<file path="src/rtl/demod_mult_sched_pkg.sv">
// Shared definitions for the lock-in demodulator multiplier scheduler:
// FSM state encoding, result-tag encoding and datapath widths.
package lockin_pkg;

  localparam int SAMPLE_W = 16;
  localparam int PROD_W   = 32;

  typedef enum logic [2:0] {
    ST_IDLE      = 3'd0,
    ST_ISSUE_SIN = 3'd1,
    ST_ISSUE_COS = 3'd2,
    ST_WAIT      = 3'd3,
    ST_DONE      = 3'd4
  } state_t;

  // Marks which product is currently on the multiplier output.
  typedef enum logic [1:0] {
    TAG_NONE = 2'd0,
    TAG_SIN  = 2'd1,
    TAG_COS  = 2'd2
  } tag_t;

endpackage

</file>
<file path="src/rtl/demod_mult_sched_if.sv">
// Bus to the shared signed 16x16 multiplier.
// Handshake: there is no valid/ready pair. Operands on m_a/m_b are consumed
// every cycle; m_p carries the product of the operands presented MULT_LAT
// cycles earlier. The scheduler knows which product is on m_p from its own
// tag pipe, so the multiplier side never stalls and never signals.
interface demod_mult_sched_if;
  import lockin_pkg::*;

  logic signed [SAMPLE_W-1:0] m_a;
  logic signed [SAMPLE_W-1:0] m_b;
  logic signed [PROD_W-1:0]   m_p;

  // Scheduler side: drives operands, receives product.
  modport master (output m_a, output m_b, input m_p);
  // Multiplier side: receives operands, drives product.
  modport slave  (input m_a, input m_b, output m_p);
endinterface

</file>
<file path="src/rtl/demod_mult_sched_tag_delay.sv">
// DEPTH-stage shift register of result tags, aligned with the multiplier
// pipeline so the output tag describes the product currently on m_p.
module tag_delay
  import lockin_pkg::*;
#(
  parameter int DEPTH = 2
) (
  input  logic clk,
  input  logic i_clr,
  input  tag_t i_tag,
  output tag_t o_tag
);

  tag_t r_pipe [DEPTH];

  // Shift tags one stage per cycle; clear drops every in-flight tag.
  always_ff @(posedge clk) begin
    if (i_clr) begin
      for (int i = 0; i < DEPTH; i++) r_pipe[i] <= TAG_NONE;
    end else begin
      r_pipe[0] <= i_tag;
      for (int i = 1; i < DEPTH; i++) r_pipe[i] <= r_pipe[i-1];
    end
  end

  assign o_tag = r_pipe[DEPTH-1];

endmodule

</file>
<file path="src/rtl/demod_mult_sched.sv">
// Time-multiplexes one shared multiplier between the sin*adc and cos*adc
// demodulation products. Per sample: latch, issue sin pair, issue cos pair,
// wait for the cos product, then present both products with modvalid.
module demod_mult_sched
  import lockin_pkg::*;
#(
  parameter int MULT_LAT = 2
) (
  input  logic                       CLK36,
  input  logic                       rst,
  input  logic                       newdata,
  input  logic signed [SAMPLE_W-1:0] adcdata,
  input  logic signed [SAMPLE_W-1:0] sin,
  input  logic signed [SAMPLE_W-1:0] cos,
  demod_mult_sched_if.master         mult,
  output logic signed [PROD_W-1:0]   sinmod,
  output logic signed [PROD_W-1:0]   cosmod,
  output logic                       modvalid,
  output logic                       busy,
  output logic                       overrun,
  input  logic                       clr_overrun,
  output state_t                     o_dbg_state
);

  state_t                     r_state;
  logic signed [SAMPLE_W-1:0] r_adc;
  logic signed [SAMPLE_W-1:0] r_cos;
  logic signed [PROD_W-1:0]   r_sin_hold;
  logic                       w_in_flight;
  tag_t                       w_tag_in;
  tag_t                       w_tag_out;

  assign w_in_flight = (r_state == ST_ISSUE_SIN) || (r_state == ST_ISSUE_COS) ||
                       (r_state == ST_WAIT);
  assign o_dbg_state = r_state;

  // Tag the operand pair being issued this cycle.
  always_comb begin
    w_tag_in = TAG_NONE;
    if (r_state == ST_ISSUE_SIN)      w_tag_in = TAG_SIN;
    else if (r_state == ST_ISSUE_COS) w_tag_in = TAG_COS;
  end

  tag_delay #(.DEPTH(MULT_LAT)) u_tag_delay (
    .clk   (CLK36),
    .i_clr (rst),
    .i_tag (w_tag_in),
    .o_tag (w_tag_out)
  );

  // Scheduler FSM with registered operand, result and status outputs.
  // The sine operand is driven onto m_a on the latch edge, so only adc and
  // cos need holding registers. The cos product arrives on the same edge
  // that enters DONE, so it is written straight into cosmod.
  always_ff @(posedge CLK36) begin
    if (rst) begin
      r_state    <= ST_IDLE;
      r_adc      <= '0;
      r_cos      <= '0;
      r_sin_hold <= '0;
      mult.m_a   <= '0;
      mult.m_b   <= '0;
      sinmod     <= '0;
      cosmod     <= '0;
      modvalid   <= 1'b0;
      busy       <= 1'b0;
      overrun    <= 1'b0;
    end else begin
      modvalid <= 1'b0;
      if (w_tag_out == TAG_SIN) r_sin_hold <= mult.m_p;

      case (r_state)
        ST_IDLE, ST_DONE: begin
          if (newdata) begin
            r_adc    <= adcdata;
            r_cos    <= cos;
            mult.m_a <= sin;
            mult.m_b <= adcdata;
            busy     <= 1'b1;
            r_state  <= ST_ISSUE_SIN;
          end else begin
            r_state  <= ST_IDLE;
          end
        end
        ST_ISSUE_SIN: begin
          mult.m_a <= r_cos;
          mult.m_b <= r_adc;
          r_state  <= ST_ISSUE_COS;
        end
        ST_ISSUE_COS: begin
          mult.m_a <= '0;
          mult.m_b <= '0;
          r_state  <= ST_WAIT;
        end
        ST_WAIT: begin
          if (w_tag_out == TAG_COS) begin
            sinmod   <= r_sin_hold;
            cosmod   <= mult.m_p;
            modvalid <= 1'b1;
            busy     <= 1'b0;
            r_state  <= ST_DONE;
          end
        end
        default: begin
          mult.m_a <= '0;
          mult.m_b <= '0;
          busy     <= 1'b0;
          r_state  <= ST_IDLE;
        end
      endcase

      // A sample arriving mid-computation is dropped; setting beats clearing.
      if (newdata && w_in_flight) overrun <= 1'b1;
      else if (clr_overrun)       overrun <= 1'b0;
    end
  end

endmodule

</file>
<file path="src/flat_wrapper.sv">
// flat-port wrapper written by rule: the top's interface ports become plain ports
module demod_mult_sched_flat import lockin_pkg::*;
#(
  parameter int MULT_LAT = 2
)
  (CLK36, rst, newdata, adcdata, sin, cos, sinmod, cosmod, modvalid, busy, overrun, clr_overrun, o_dbg_state, mult_m_a, mult_m_b, mult_m_p);
  demod_mult_sched_if mult_i ();
  input  logic CLK36;
  input  logic rst;
  input  logic newdata;
  input  logic signed [SAMPLE_W-1:0] adcdata;
  input  logic signed [SAMPLE_W-1:0] sin;
  input  logic signed [SAMPLE_W-1:0] cos;
  output logic signed [PROD_W-1:0] sinmod;
  output logic signed [PROD_W-1:0] cosmod;
  output logic modvalid;
  output logic busy;
  output logic overrun;
  input  logic clr_overrun;
  output state_t o_dbg_state;
  output wire logic [$bits(mult_i.m_a)-1:0] mult_m_a;
  output wire logic [$bits(mult_i.m_b)-1:0] mult_m_b;
  input wire logic [$bits(mult_i.m_p)-1:0] mult_m_p;
  assign mult_m_a = mult_i.m_a;
  assign mult_m_b = mult_i.m_b;
  assign mult_i.m_p = mult_m_p;
  demod_mult_sched #(.MULT_LAT(MULT_LAT)) u_core (.CLK36(CLK36), .rst(rst), .newdata(newdata), .adcdata(adcdata), .sin(sin), .cos(cos), .mult(mult_i), .sinmod(sinmod), .cosmod(cosmod), .modvalid(modvalid), .busy(busy), .overrun(overrun), .clr_overrun(clr_overrun), .o_dbg_state(o_dbg_state));
endmodule
</file>
<file path="config.mk">
export PLATFORM = sky130hd
export DESIGN_NAME = demod_mult_sched_flat
export DESIGN_NICKNAME = d
export VERILOG_FILES = /design/src/rtl/demod_mult_sched_pkg.sv /design/src/rtl/demod_mult_sched_if.sv /design/src/rtl/demod_mult_sched_tag_delay.sv /design/src/rtl/demod_mult_sched.sv /design/src/flat_wrapper.sv
export SDC_FILE = /design/constraint.sdc
export NUM_CORES = 1
export LEC_CHECK = 0
export BUFFER_PORTS_ARGS = -buffer_cell sky130_fd_sc_hd__buf_2
export CAP_MARGIN = 10
export CORE_MARGIN = 3
export CORE_UTILIZATION = 47
export CTS_CLUSTER_DIAMETER = 100
export DETAILED_ROUTE_END_ITERATION = 6
export PLACE_DENSITY_LB_ADDON = 0.15
export SLEW_MARGIN = 5
export SYNTH_ARGS = -nofsm -noshare
export SYNTH_HDL_FRONTEND = slang
export SYNTH_HIERARCHICAL = 1
export SYNTH_SLANG_ARGS = --single-unit
export TNS_END_PERCENT = 20
</file>
<file path="constraint.sdc">
create_clock -name CLK36 -period 1.3 [get_ports CLK36]
set_input_delay 0.26 -clock CLK36 [delete_from_list [all_inputs] [get_ports CLK36]]
set_output_delay 0.26 -clock CLK36 [all_outputs]
set_load 0.05 [all_outputs]
</file>
# ---- Yosys cells after proc, flatten, opt, wreduce, memory -nomap -nowiden
# Memory sizes are Yosys's and may differ from the RTL's.
# Index checks and enable logic that the tools add are counted.
dict set report op_classes {
  eq_ne 8
  n_mux 20
  bitwise_logic 4
  n_reduce_logical 12
}
# operator count
set op_table {}
lappend op_table {{one-hot mux 16 bit (3 select lines)} 2}
lappend op_table {{2-to-1 mux 16 bit} 2}
lappend op_table {{one-hot mux 3 bit (4 select lines)} 1}
lappend op_table {{2-to-1 mux 1 bit} 9}
lappend op_table {{2-to-1 mux 2 bit} 4}
lappend op_table {{== test 3 x 2 -> 1 bit (second input constant)} 2}
lappend op_table {{AND reduction 2 bit} 3}
lappend op_table {{OR reduction 2 bit} 3}
lappend op_table {{inequality test 2 bit (second input constant)} 2}
lappend op_table {{== test 3 x 1 -> 1 bit (second input constant)} 1}
lappend op_table {{== test 3 bit (second input constant)} 1}
lappend op_table {{zero test 3 bit} 1}
lappend op_table {{2-to-1 mux 3 bit} 1}
lappend op_table {{one-hot mux 1 bit (3 select lines)} 1}
lappend op_table {{AND reduction 3 bit} 1}
lappend op_table {{== test 2 x 1 -> 1 bit (second input constant)} 1}
lappend op_table {{== test 2 bit (second input constant)} 1}
lappend op_table {{logical OR 1 bit} 2}
lappend op_table {{NOT 1 bit} 2}
lappend op_table {{bitwise OR 1 bit} 2}
lappend op_table {{nonzero test 2 bit} 1}
lappend op_table {{logical AND 1 bit} 1}
dict set report word_totals {
  ff_bits 166
  ramBits 4
  output_inout_bits 102
  word_cells 56
  n_memories 1
}
# name depth width rd rd_ports_with_merged_regs wr line
set memory_table {}
lappend memory_table {u_core.u_tag_delay.r_pipe 2 2 2 0 2 demod_mult_sched_tag_delay.sv:14} ;# tag_t r_pipe [DEPTH];

# ---- Longest topological paths before layout
dict set report depth {
  depth_word 5
  ltp_mapped 7
}

# ---- Modules after synthesis
# The synthesis kept the hierarchy.
# module n_inst cells_each area_each_um2 seq_area_each_um2
set by_module_without_submodules {}
lappend by_module_without_submodules {demod_mult_sched 1 758 6695.2 3323.2}
lappend by_module_without_submodules {tag_delay 1 10 120.1 80.1}

# ---- Worst setup path after synthesis
# Ideal clock, no wire load.
dict set report synth_timing {
  path_kind {register to register}
  start {register u_core.r_state[0], in the netlist u_core/o_dbg_state[0]}
  end {register u_core.mult.m_b[10]}
  arrival_time_ps 1621
  required_ps 1183
  path_slack_ps -438
  path_stages_with_launch 6
  path_cell_list {dfxtp_1 -> buf_2 -> nor2_1 -> a32o_1 -> buf_4 -> a22o_1}
}
dict set report synth_between {
  elab_chain_len 4
  elab_cells_between_ends 9
  cone_classes {eq/ne (4); mux (1); bitwise (1); reduce/logical (3)}
}
# element line
set synth_rtl {}
lappend synth_rtl {{start: declaration} demod_mult_sched.sv:25} ;# state_t r_state;
lappend synth_rtl {{start signal: assignment} demod_mult_sched.sv:57} ;# r_state <= ST_IDLE;
lappend synth_rtl {{start signal: assignment} demod_mult_sched.sv:80} ;# r_state <= ST_ISSUE_SIN;
lappend synth_rtl {{start signal: assignment} demod_mult_sched.sv:82} ;# r_state <= ST_IDLE;
lappend synth_rtl {{== test 3 bit / zero test 3 bit (equally long branches)} demod_mult_sched.sv:72} ;# case (r_state)
lappend synth_rtl {{OR reduction 2 bit} demod_mult_sched.sv:72}
lappend synth_rtl {{inequality test 2 bit (no source line)} -}
lappend synth_rtl {{AND reduction 2 bit (no source line)} -}
lappend synth_rtl {{end signal: assignment} demod_mult_sched.sv:78} ;# mult.m_b <= adcdata;
lappend synth_rtl {{end signal: assignment} demod_mult_sched.sv:87} ;# mult.m_b <= r_adc;
lappend synth_rtl {{end: declaration} demod_mult_sched_if.sv:14} ;# modport master (output m_a, output m_b, input m_p);
# Several ways; a longest one is shown, not always the timed one.
# A chain may end at the register's enable or synchronous reset.

# ---- Worst setup path in the final report
dict set report layout_timing {
  start {register u_core.r_state[0], in the netlist u_core/o_dbg_state[0]}
  end {output o_dbg_state[0]}
}
# element line
set layout_rtl {}
lappend layout_rtl {{end: declaration} flat_wrapper.sv:20} ;# output state_t o_dbg_state;
# No word-level cell between the ends.

==> impl_metrics.csv <==
group,metric,value,unit
run_status,run_status,"finished, violations left",
run_status,violations_in_the_final_reports,"setup timing",
timing,worst_slew_pin_slew,374.2,ps
cells_and_area,layout.cells.most_common_list,"sky130_fd_sc_hd__dfxtp_1 (167), sky130_fd_sc_hd__nand2_1 (143), sky130_fd_sc_hd__a21oi_1 (123), sky130_fd_sc_hd__buf_4 (94), sky130_fd_sc_hd__buf_2 (88)",
floorplan,start_util,48.53,%
power_and_ir_drop,max_rail_drop_vdd,0.8863,mV
power_and_ir_drop,fin_total_pwr,12.54,mW
placed_design,routabilityCongestion,0.8211,
route,route.detailed.wl_per_inst,17.04,um
power_and_ir_drop,share_seq_of_total_power,44.0,%
setup_path,worstPathRequired,1040,ps
setup_path,critPathMaxFanout,4,
cts,clock_tree.buffer_depth,2,
cells_and_area,final_design_area_no_fill,9457,um^2
yosys,mappedNetlistArea,6815,um^2
timing,final_min_period_over_clock_period,108.1,%
timing,timing.final.max_slew_violations,0,
global_routing,grt_pass1_vias,6080,
yosys,synth_edf_count,0,
setup_path,critPathCaptureType,"output port",
cells_and_area,antenna_cells,0,
cells_and_area,layout-drive-gt1-share,32.79,%
setup_path,critical_path_arrival,1150,ps
setup_path,kind_of_start_point_of_the_critical_path,"flop",
cells_and_area,areaGrowthSynthToFinish,38.76,%
setup_path,setup.reg_to_reg.worst_slack,-90,ps
yosys,post_synth_inst_count,768,
cts,clock_sinks,170,
yosys,synth.distinct_cells,35,
power_and_ir_drop,p_int,9.327,mW
cts,clk_pin_slew,70,ps
cts,cts_htree_levels,4,
run,cap_violations,0,
timing,fmaxAchievable,0.7115,GHz
global_routing,track_usage,22.96,%
timing,slew_headroom,75.00,%
cts,cts-hold-fix-buffers,0,
worst_hold_path,worstHoldPathType,"input port to flop",
yosys,synthArstFlopShare,0,%
timing,final-hold-violation-count,0,
yosys,seq_area_frac_synth,49.94,%
yosys,ys.flop_type,"sky130_fd_sc_hd__dfxtp_1",
route,post_route_ant_nets,0,
cts,total_clock_buffers_created_by_cts,17,
cells_and_area,regArea,3415,um^2
cells_and_area,nFillCells,1142,
route,drc,0,
timing,finalWorstPathRequiredPeriod,1406,ps
yosys,ys_warn_count,6,
floorplan,io-pin-count,186,
route,drt-vias-per-instance,5.583,
cells_and_area,finalNetCount,1044,
power_and_ir_drop,pwr-share-clk,41.9,%
placed_design,dpl_cell_area,8049,um^2
route,routed-via-count,6437,
yosys,syn_area_per_cell,8.874,um^2
yosys,postSynthRegisterBits,170,
timing,final.setup.worst_slack,-105.5,ps
setup_path,critical_path.reg2reg.endpoint,"u_core/r_adc[3]",
cells_and_area,multi_input_comb_area,3123,um^2
cts,clock_insertion_delay_worst_skew,420,ps
floorplan,core_area,14040,um^2
floorplan,dieArea,15980,um^2
placed_design,dp.final_hpwl,11790,um
setup_path,r2r_cell_count,5,
power_and_ir_drop,combPwrFrac,14.0,%
power_and_ir_drop,total_leakage_power,3.916,nW
setup_path,worstPathCellList,"buf_6, buf_6, buf_8",
setup_path,crit-reg2reg-launch,"u_core/o_dbg_state[0]",
timing,report.final.setup_viol,124,
cells_and_area,layout_commonest_cell,"sky130_fd_sc_hd__dfxtp_1",
route,drt-total-wl,19650,um
route,drt_pre_antenna_iters,4,
timing,clock-skew-final,8.522,ps
global_routing,grt_antenna_before_repair,0,
setup_path,cp_slowest_cell,"sky130_fd_sc_hd__dfxtp_4",
cts,clock_tree_from_tritoncts,"built",
placed_design,pre_cts_slack,-211.8,ps
global_routing,globalRouteOverflowTotal,0,
power_and_ir_drop,power_switching_share,25.64,%
floorplan,fp.dieW,126.4,um
global_routing,grt_pass1_wl,30320,um
worst_hold_path,timing.hold.worst_endpoint,"u_core/r_cos[9]",
setup_path,timing.setup.critical_path_class,"flop to output port",
power_and_ir_drop,cellPowerDensity,1326,nW/um^2
floorplan,fp-row-count,43,
worst_hold_path,holdCritStartpoint,"cos[9]",
floorplan,die-height,126.4,um
global_routing,grt_max_degree,66,
power_and_ir_drop,switching_power,3.217,mW
setup_path,critical-path-top-cell-by-count,"sky130_fd_sc_hd__buf_6",
yosys,synthesized_netlist_net_count,852,
route,drt-initial-drc-count,439,
setup_path,critical-path-max-stage-delay,360,ps
placed_design,placement.io_buffers,185,
timing,grt_setup_unrepaired,"yes",
cts,clk_root_buffer_cell,"sky130_fd_sc_hd__clkbuf_16",
worst_hold_path,min_path_cells,3,
[registers in the layout, summed over array words and instances, names as in the netlist]
| signal | cells |
|---|---|
| u_core/modvalid | 1 |
| u_core/o_dbg_state | 3 |
| u_core/r_sin_hold | 32 |
| u_core/mult.m_b | 16 |
| u_core/r_cos | 16 |
| u_core/busy | 1 |
| u_core/mult.m_a | 16 |
| u_core/u_tag_delay/r_pipe | 4 |
| u_core/sinmod | 32 |
| u_core/cosmod | 32 |
| u_core/r_adc | 16 |
| u_core/overrun | 1 |
[final cells by class]
| type | instances | area share [%] |
|---|---|---|
| Clock buffer | 22 | 5.120 |
| Clock inverter | 10 | 1.469 |
| Inverter | 4 | 0.1588 |
| Multi-Input combinational cell | 515 | 33.02 |
| Sequential cell | 170 | 36.11 |
| Tap cell | 180 | 2.382 |
| Timing Repair Buffer | 252 | 21.74 |
[routing by layer]
layer	vias up	global-route usage, %	part of all wire [%]
met1	3075	28.40	41
li1	3075	-	-
met3	27	6.189	8.1
met4	0	7.634	1.5
met5	-	0	0
met2	260	38.85	49
[synthesized netlist by cell type (2+ instances only)]
cell type / count / area, um^2
sky130_fd_sc_hd__dfxtp_1: 170 / 3403
sky130_fd_sc_hd__nand2_1: 144 / 540.5
sky130_fd_sc_hd__a21oi_1: 130 / 650.6
sky130_fd_sc_hd__nand2b_1: 63 / 394.1
sky130_fd_sc_hd__a31o_1: 60 / 525.5
sky130_fd_sc_hd__clkbuf_1: 36 / 135.1
sky130_fd_sc_hd__buf_2: 23 / 115.1
sky130_fd_sc_hd__o21ai_0: 19 / 95.09
sky130_fd_sc_hd__a22o_1: 17 / 148.9
sky130_fd_sc_hd__nand3b_1: 17 / 127.6
sky130_fd_sc_hd__a32oi_1: 15 / 131.4
sky130_fd_sc_hd__o2bb2ai_1: 15 / 131.4
sky130_fd_sc_hd__buf_6: 9 / 101.4
sky130_fd_sc_hd__nor2b_1: 8 / 50.05
sky130_fd_sc_hd__buf_1: 7 / 26.28
sky130_fd_sc_hd__buf_4: 5 / 37.54
sky130_fd_sc_hd__inv_1: 4 / 15.01
sky130_fd_sc_hd__nand3_1: 3 / 15.01
sky130_fd_sc_hd__nor2_1: 3 / 11.26
sky130_fd_sc_hd__a21bo_2: 2 / 20.02
sky130_fd_sc_hd__a31o_2: 2 / 17.52
sky130_fd_sc_hd__and3_1: 2 / 12.51
sky130_fd_sc_hd__nor3_1: 2 / 10.01
[worst max-delay path: cells and delay by family, from the launching register on]
family                 cells  cell delay (ps)
buffers and inverters      3              370
DFF                        1              360
[power groups by stage]
stage / sequential (mW) / combinational, mW / clock, mW
2_1_floorplan: 5.91 / 0.669 / 0
3_3_place_gp: 5.62 / 1.47 / 0
3_5_place_dp: 5.63 / 1.49 / 0
4_1_cts: 5.51 / 1.63 / 5.36
5_1_grt: 5.54 / 1.87 / 5.56
6_report: 5.52 / 1.76 / 5.26
[per-stage QoR]
step                      TNS [ps]  util [%]  hold slack (ps)  cells
after detailed placement     -7554     57.32            434.7   1095
after global routing        -11710     67.34            73.26   1153
after CTS                    -3873     64.43            58.11   1140
after global placement       -4716     57.32            432.7   1095
final                        -5322     67.34            74.48   1153
after floorplan             -12320         -            331.6    768
[worst max-delay path by stage]
stage                               start                  end
floorplan           u_core/o_dbg_state[0]  u_core/mult.m_b[10]
global placement    u_core/o_dbg_state[0]   u_core/mult.m_b[7]
detailed placement  u_core/o_dbg_state[0]  u_core/mult.m_b[11]
CTS                 u_core/o_dbg_state[0]       o_dbg_state[0]
global route        u_core/o_dbg_state[0]      u_core/r_adc[3]
finish              u_core/o_dbg_state[0]       o_dbg_state[0]
[cells by family (layout without fill, tap and decap cells)]
kind of cell / count (synthesis) / count (layout) / synth area share [%]
buf+inv: 84 / 288 / 6.316
compound gates: 264 / 265 / 25.74
simple gates: 250 / 250 / 18.01
flops: 170 / 170 / 49.94
[timing repair]
action | 4_1_cts | 5_1_grt
pin swaps | 57 | 28
buffers inserted | 11 | 7
gates cloned | 2 | 6
resized for setup | 84 | 68
setup endpoints to repair | 157 | 170
Note: power is estimated with default switching activity, not from simulation.
